==> config.mk <==
export PLATFORM = sky130hd
export DESIGN_NAME = mem_access_ctrl
export DESIGN_NICKNAME = d
export VERILOG_FILES = /design/src/rtl/mem_access_ctrl_pkg.sv /design/src/rtl/mem_access_ctrl_load_extender.sv /design/src/rtl/mem_access_ctrl.sv
export SDC_FILE = /design/constraint.sdc
export NUM_CORES = 1
export LEC_CHECK = 0
export BUFFER_PORTS_ARGS = -buffer_cell sky130_fd_sc_hd__clkbuf_2
export CAP_MARGIN = 20
export CORE_ASPECT_RATIO = 0.6
export CORE_MARGIN = 8
export CORE_UTILIZATION = 27
export CTS_BUF_LIST = sky130_fd_sc_hd__clkbuf_16
export CTS_CLUSTER_SIZE = 25
export DETAILED_ROUTE_END_ITERATION = 8
export SYNTH_ARGS = -nofsm -noshare
export SYNTH_HDL_FRONTEND = slang
export SYNTH_SLANG_ARGS = --single-unit
==> constraint.sdc <==
create_clock -name clk -period 1.63 [get_ports clk]
set_input_delay 0.0815 -clock clk [delete_from_list [all_inputs] [get_ports clk]]
set_output_delay 0.0815 -clock clk [all_outputs]
set_load 0.005 [all_outputs]
==> src/rtl/mem_access_ctrl_pkg.sv <==
// Shared MEM-stage definitions: load-type encodings, controller state, widths.
// Latency: n/a (declarations only).
// Backpressure: n/a.
//
// Package mem_pkg, imported by mem_access_ctrl and load_extender.
package mem_pkg;

   localparam int MEM_ADDR_W = 32;
   localparam int MEM_DATA_W = 32;
   localparam int MEM_BE_W   = MEM_DATA_W / 8;

   // Load type encodings as carried down the pipeline from decode.
   localparam logic [2:0] NOREGWRITE = 3'd0;
   localparam logic [2:0] LB         = 3'd1;
   localparam logic [2:0] LH         = 3'd2;
   localparam logic [2:0] LW         = 3'd3;
   localparam logic [2:0] LBU        = 3'd4;
   localparam logic [2:0] LHU        = 3'd5;

   typedef enum logic [1:0] {
      IDLE = 2'd0,
      WAIT = 2'd1,
      DONE = 2'd2
   } mem_state_e;

endpackage

==> src/rtl/mem_access_ctrl_load_extender.sv <==
// Load extender: selects byte/half from a read word and sign/zero-extends it.
// Latency: purely combinational.
// Backpressure: none.
//
// Ports: rdata (cache read word), byte_off (addr[1:0]), load_type (mem_pkg
// encoding), data (extended result; 0 for NOREGWRITE/unknown types).
module load_extender
   import mem_pkg::*;
(
   input  logic [MEM_DATA_W-1:0] rdata,
   input  logic [1:0]            byte_off,
   input  logic [2:0]            load_type,
   output logic [MEM_DATA_W-1:0] data
);

   logic [7:0]  byte_sel;
   logic [15:0] half_sel;

   always_comb begin
      byte_sel = rdata[{byte_off, 3'b000} +: 8];
      // Halfword uses addr[1] only, so a misaligned LH/LHU quietly rounds down.
      half_sel = byte_off[1] ? rdata[31:16] : rdata[15:0];
      data     = '0;
      case (load_type)
         LB:      data = {{24{byte_sel[7]}}, byte_sel};
         LBU:     data = {24'h0, byte_sel};
         LH:      data = {{16{half_sel[15]}}, half_sel};
         LHU:     data = {16'h0, half_sel};
         LW:      data = rdata;
         default: data = '0;
      endcase
   end

endmodule

==> src/rtl/mem_access_ctrl.sv <==
// MEM-stage data-cache access controller with load extension and store alignment.
// Latency: 2 cycles minimum per memory access (request, DONE); 0 for non-memory ops.
// Backpressure: stall_mem holds the pipeline until mem_ack; stall_ext holds DONE.
//
// Ports: cache_read_en_MEM/cache_write_en_MEM/load_type_MEM/addr_MEM/store_data_MEM
// from the EX/MEM register; mem_req/mem_we/mem_addr/mem_wdata/mem_ack/mem_rdata form
// the req/ack cache port; load_data is the extended load result, stall_mem the hold.
// Optional: define MEM_PERF_CNT_EN to add perf_access_cnt/perf_stall_cnt outputs.
module mem_access_ctrl
   import mem_pkg::*;
#(
   parameter int ADDR_W = MEM_ADDR_W,
   parameter int DATA_W = MEM_DATA_W
)
(
   input  logic              clk,
   input  logic              rst,
   input  logic              cache_read_en_MEM,
   input  logic [3:0]        cache_write_en_MEM,
   input  logic [2:0]        load_type_MEM,
   input  logic [ADDR_W-1:0] addr_MEM,
   input  logic [DATA_W-1:0] store_data_MEM,
   input  logic              stall_ext,
   output logic              mem_req,
   output logic [3:0]        mem_we,
   output logic [ADDR_W-1:0] mem_addr,
   output logic [DATA_W-1:0] mem_wdata,
   input  logic              mem_ack,
   input  logic [DATA_W-1:0] mem_rdata,
   output logic [DATA_W-1:0] load_data,
   output logic              stall_mem
`ifdef MEM_PERF_CNT_EN
   ,
   output logic [31:0]       perf_access_cnt,
   output logic [31:0]       perf_stall_cnt
`endif
);

   mem_state_e        state;
   logic              access;
   logic              issue;
   logic              capture;
   logic [2:0]        ext_type;
   logic [DATA_W-1:0] ext_data;

   assign access = cache_read_en_MEM | (|cache_write_en_MEM);

   // Request is combinational so a single-cycle hit costs only the request cycle.
   // Gated by rst so nothing is presented to the cache while reset is held.
   assign issue   = ~rst & (((state == IDLE) & access) | (state == WAIT));
   assign capture = issue & mem_ack;

   assign mem_req   = issue;
   assign stall_mem = issue;
   assign mem_addr  = {addr_MEM[ADDR_W-1:2], 2'b00};
   assign mem_wdata = store_data_MEM << {addr_MEM[1:0], 3'b000};
   // A read with a nonzero mask is illegal; the read wins and no bytes are written.
   assign mem_we    = (issue & ~cache_read_en_MEM) ? cache_write_en_MEM : 4'b0000;

   // Stores (and NOREGWRITE) extend to zero, so the capture register reads 0.
   assign ext_type = cache_read_en_MEM ? load_type_MEM : NOREGWRITE;

   load_extender u_load_extender (
      .rdata     (mem_rdata),
      .byte_off  (addr_MEM[1:0]),
      .load_type (ext_type),
      .data      (ext_data)
   );

   always_ff @(posedge clk or posedge rst) begin
      if (rst) begin
         state     <= IDLE;
         load_data <= '0;
      end else begin
         case (state)
            IDLE: begin
               if (access) begin
                  if (mem_ack) begin
                     load_data <= ext_data;
                     state     <= DONE;
                  end else begin
                     state     <= WAIT;
                  end
               end
            end
            WAIT: begin
               if (mem_ack) begin
                  load_data <= ext_data;
                  state     <= DONE;
               end
            end
            DONE: begin
               // The same instruction sits in MEM while held; never re-issue it.
               if (!stall_ext) state <= IDLE;
            end
            default: state <= IDLE;
         endcase
      end
   end

`ifdef MEM_PERF_CNT_EN
   always_ff @(posedge clk or posedge rst) begin
      if (rst) begin
         perf_access_cnt <= '0;
         perf_stall_cnt  <= '0;
      end else begin
         if (capture && (perf_access_cnt != 32'hFFFF_FFFF))
            perf_access_cnt <= perf_access_cnt + 32'd1;
         if (stall_mem && (perf_stall_cnt != 32'hFFFF_FFFF))
            perf_stall_cnt <= perf_stall_cnt + 32'd1;
      end
   end
`endif

endmodule
==> reports/qor.json <==
{
  "post_synth.cell_area_avg": {"value": 8.60, "unit": "µm²"},
  "finalHoldViolCount": {"value": 0},
  "detailedRoute.firstPassIterationCount": {"value": 4},
  "num_vias": {"value": 2931},
  "design.final.nets": {"value": 559},
  "post_synth_instance_area": {"value": 2800, "unit": "µm²"},
  "max-cap-violations": {"value": 0},
  "final.setup_skew": {"value": 0.00368, "unit": "ns"},
  "cts_made_buffers": {"value": 5},
  "yosysMostFrequentCell": {"value": "sky130_fd_sc_hd__dfrtp_1"},
  "endpoint_kind": {"value": "flip-flop"},
  "p_sw": {"value": 0.879, "unit": "mW"},
  "switching_part_of_the_total_power": {"value": 31.4, "unit": "%"},
  "report.final.slew_viol_count": {"value": 0},
  "cts_sinks": {"value": 34},
  "timing.final.crit_period": {"value": 1.58, "unit": "ns"},
  "detail_route.wl_per_cell": {"value": 18.1, "unit": "µm"},
  "timing_worst_setup_path_type": {"value": "reg -> reg"},
  "finish.instance_area": {"value": 3760, "unit": "µm²"},
  "cts.clk_slew.worst_paths": {"value": 0.06, "unit": "ns"},
  "ir_drop": {"value": 0.352, "unit": "mV"},
  "fillers": {"value": 1024},
  "synth-edff-count": {"value": 0},
  "power.share.combinational": {"value": 32.0, "unit": "%"},
  "dpl_worst_slack": {"value": -0.267, "unit": "ns"},
  "viasPerCell": {"value": 4.99},
  "clk_path_buf_depth": {"value": 2},
  "initial_utilization": {"value": 28.1, "unit": "%"},
  "post_dp_cell_area": {"value": 3560, "unit": "µm²"},
  "p_leak": {"value": 1.90, "unit": "nW"},
  "worst_hold_path_type": {"value": "in -> reg"},
  "synth_top_cells_by_count": {"value": "sky130_fd_sc_hd__dfrtp_1 (34), sky130_fd_sc_hd__buf_4 (33), sky130_fd_sc_hd__o21ai_0 (32)"},
  "wirelength": {"value": 10.6, "unit": "mm"},
  "grtUsageTotal": {"value": 14.5, "unit": "%"},
  "synth-main-ff-cell": {"value": "sky130_fd_sc_hd__dfrtp_1"},
  "clkLatencyLatePin": {"value": 0.28, "unit": "ns"},
  "cts-htree-levels": {"value": 2},
  "grt_start_max_net_pins": {"value": 39},
  "maxClockFrequency": {"value": 632, "unit": "MHz"},
  "drt-initial-drc-count": {"value": 221},
  "cts_tree": {"value": "yes"},
  "p_r_area_growth_vs_syn": {"value": 34.4, "unit": "%"},
  "synth_seq_area_share": {"value": 30.4, "unit": "%"},
  "post-synth-top-area-cell": {"value": "sky130_fd_sc_hd__dfrtp_1"},
  "top_level_ports": {"value": 210},
  "worst_ep_required_time": {"value": 1.84, "unit": "ns"},
  "count_of_unique_library_cells_instantiated_by_yosys": {"value": 43},
  "setup_slack": {"value": 0.0485, "unit": "ns"},
  "drive_gt1_share": {"value": 45.4, "unit": "%"},
  "count_of_antenna_violating_nets_left_after_detailed_routing": {"value": 0},
  "fin_crit_sh": {"value": 97.0, "unit": "%"},
  "power_frac_clock": {"value": 32.1, "unit": "%"},
  "startpoint_type": {"value": "flip-flop"},
  "grt.overflow.total": {"value": 0},
  "outcome": {"value": "completed"},
  "gpl.final_weighted_congestion": {"value": 0.872},
  "dp.final_hpwl": {"value": 8.70, "unit": "mm"},
  "fp.dieH": {"value": 94.8, "unit": "µm"},
  "placeableCoreArea": {"value": 9950, "unit": "µm²"},
  "report.power.total": {"value": 2.80, "unit": "mW"},
  "synth_cells": {"value": 325},
  "ys.warnings.count": {"value": 0},
  "yosys.area.top_type_share": {"value": 30.4, "unit": "%"},
  "power_report.internal_total": {"value": 1.92, "unit": "mW"},
  "pwr_density_cell": {"value": 745, "unit": "nW/µm²"},
  "antenna_found_initial": {"value": 0},
  "synth-seq-cells": {"value": 34},
  "std_cell_rows": {"value": 28},
  "first_global_vias": {"value": 2902},
  "path_max_fanout": {"value": 7},
  "drcViolationCount": {"value": 0},
  "fp.dieW": {"value": 147, "unit": "µm"},
  "wire_length_of_the_first_global_routing_pass": {"value": 16.1, "unit": "mm"},
  "synth-async-reset-ratio": {"value": 100, "unit": "%"},
  "cts-root-buf": {"value": "sky130_fd_sc_hd__clkbuf_16"},
  "num_antenna_cells": {"value": 0},
  "worst-endpoint-arrival": {"value": 1.79, "unit": "ns"},
  "power_frac_seq": {"value": 35.8, "unit": "%"},
  "design.die.area": {"value": 14000, "unit": "µm²"},
  "ys_top_cells_by_area": {"value": "sky130_fd_sc_hd__dfrtp_1 (30%), sky130_fd_sc_hd__buf_4 (8.9%), sky130_fd_sc_hd__nor2b_1 (5.8%)"},
  "setup_viol": {"value": 0},
  "rsz0062_at_grt": {"value": "true"},
  "place.port_buffers": {"value": 147}
}
-- routing by layer --
metal / up-vias / global-route usage, % / routed length (µm)
li1: 1400 / - / -
met1: 1393 / 20.3 / 4970
met2: 133 / 21.0 / 4680
met3: 5 / 5.49 / 929
met4: 0 / 2.11 / 28
met5: - / 0 / 0
-- layout by cell type, fill, tap and decap left out, drive strengths merged, types with 2 or more instances in the layout --
cell / synthesis / routed
mux2i: 16 / 16
nor3: 3 / 3
nor2: 16 / 16
a21oi: 25 / 25
a22o: 16 / 16
dlygate4sd3: 0 / 2
a211oi: 8 / 8
nand3b: 2 / 2
a222oi: 7 / 7
mux2: 15 / 15
nand3: 2 / 2
nand2: 19 / 19
clkinv: 0 / 2
dfrtp: 34 / 34
conb: 1 / 2
and2: 12 / 12
o2bb2ai: 7 / 7
nor2b: 26 / 26
inv: 5 / 6
clkbuf: 18 / 153
nor4: 3 / 3
o21ai: 33 / 33
buf: 41 / 27
-- power groups by stage --
stage | clock network [mW] | registers, mW | logic, mW
after floorplan | 0 | 1.01 | 0.496
after global placement | 0 | 1.01 | 0.873
after detailed placement | 0 | 1.01 | 0.885
after CTS | 0.930 | 1.00 | 0.890
after global routing | 0.969 | 1.01 | 0.989
final | 0.899 | 1.00 | 0.896
-- cells by family after synthesis --
logic type	Yosys count	share of synthesized area (%)
xor+xnor	1	0.313
other cells	1	0.134
flops	34	30.4
simple gates	87	16.9
compound gates	106	25.9
buf+inv	64	13.7
mux	32	12.6
-- area by class of cell --
class                      instances  area (µm²)  area share [%]
clock buffer                       5         125            3.33
clock inverter                     3        12.5           0.333
inverter                           5        18.8           0.500
multi-input combinational        228        1590            42.3
sequential                        34         851            22.6
tap                              135         169            4.50
timing repair buffer             177         992            26.4
-- stage by stage --
stage / hold slack [ns] / utilization (%) / instances / setup TNS, ns
final: 0.0224 / 37.8 / 587 / 0
after global routing: 0.0300 / 37.8 / 587 / -0.127
after CTS: 0.0180 / 37.4 / 585 / 0
after detailed placement: 0.163 / 35.8 / 575 / -1.57
after global placement: 0.163 / 35.8 / 575 / -0.551
after floorplan: 0.148 / - / 326 / 0
-- sequential cells by signal, summed over array words and instances (netlist names) --
signal,count
state,2
load_data,32
-- path summary, 6_finish.rpt --
path,start,endpoint,slack [ns],cells past startpoint
max,state[1],load_data[12],0.05,5
min,mem_rdata[11],load_data[11],0.02,2
max reg2reg,state[1],load_data[12],0.05,5
min reg2reg,load_data[1],load_data[1],0.48,2
max in group asynchronous,rst,load_data[0],0.83,4
min in group asynchronous,rst,load_data[16],0.48,4
-- worst max-delay path, cell delays in order, from the launching register on --
cell	delay, ns
sky130_fd_sc_hd__dfrtp_1	0.39
sky130_fd_sc_hd__a211o_2	0.41
sky130_fd_sc_hd__a2111oi_4	0.24
sky130_fd_sc_hd__and2b_1	0.21
sky130_fd_sc_hd__buf_6	0.14
sky130_fd_sc_hd__o2bb2ai_1	0.11
-- repair_timing --
action | 4_1_cts | 5_1_grt
setup endpoints to repair | 0 | 29
gates resized for setup | 0 | 5
endpoints found under the hold margin | 35 | 0
hold buffers | 2 | 0
buffers inserted | 0 | 1
Power figures use the tool's default switching activity.
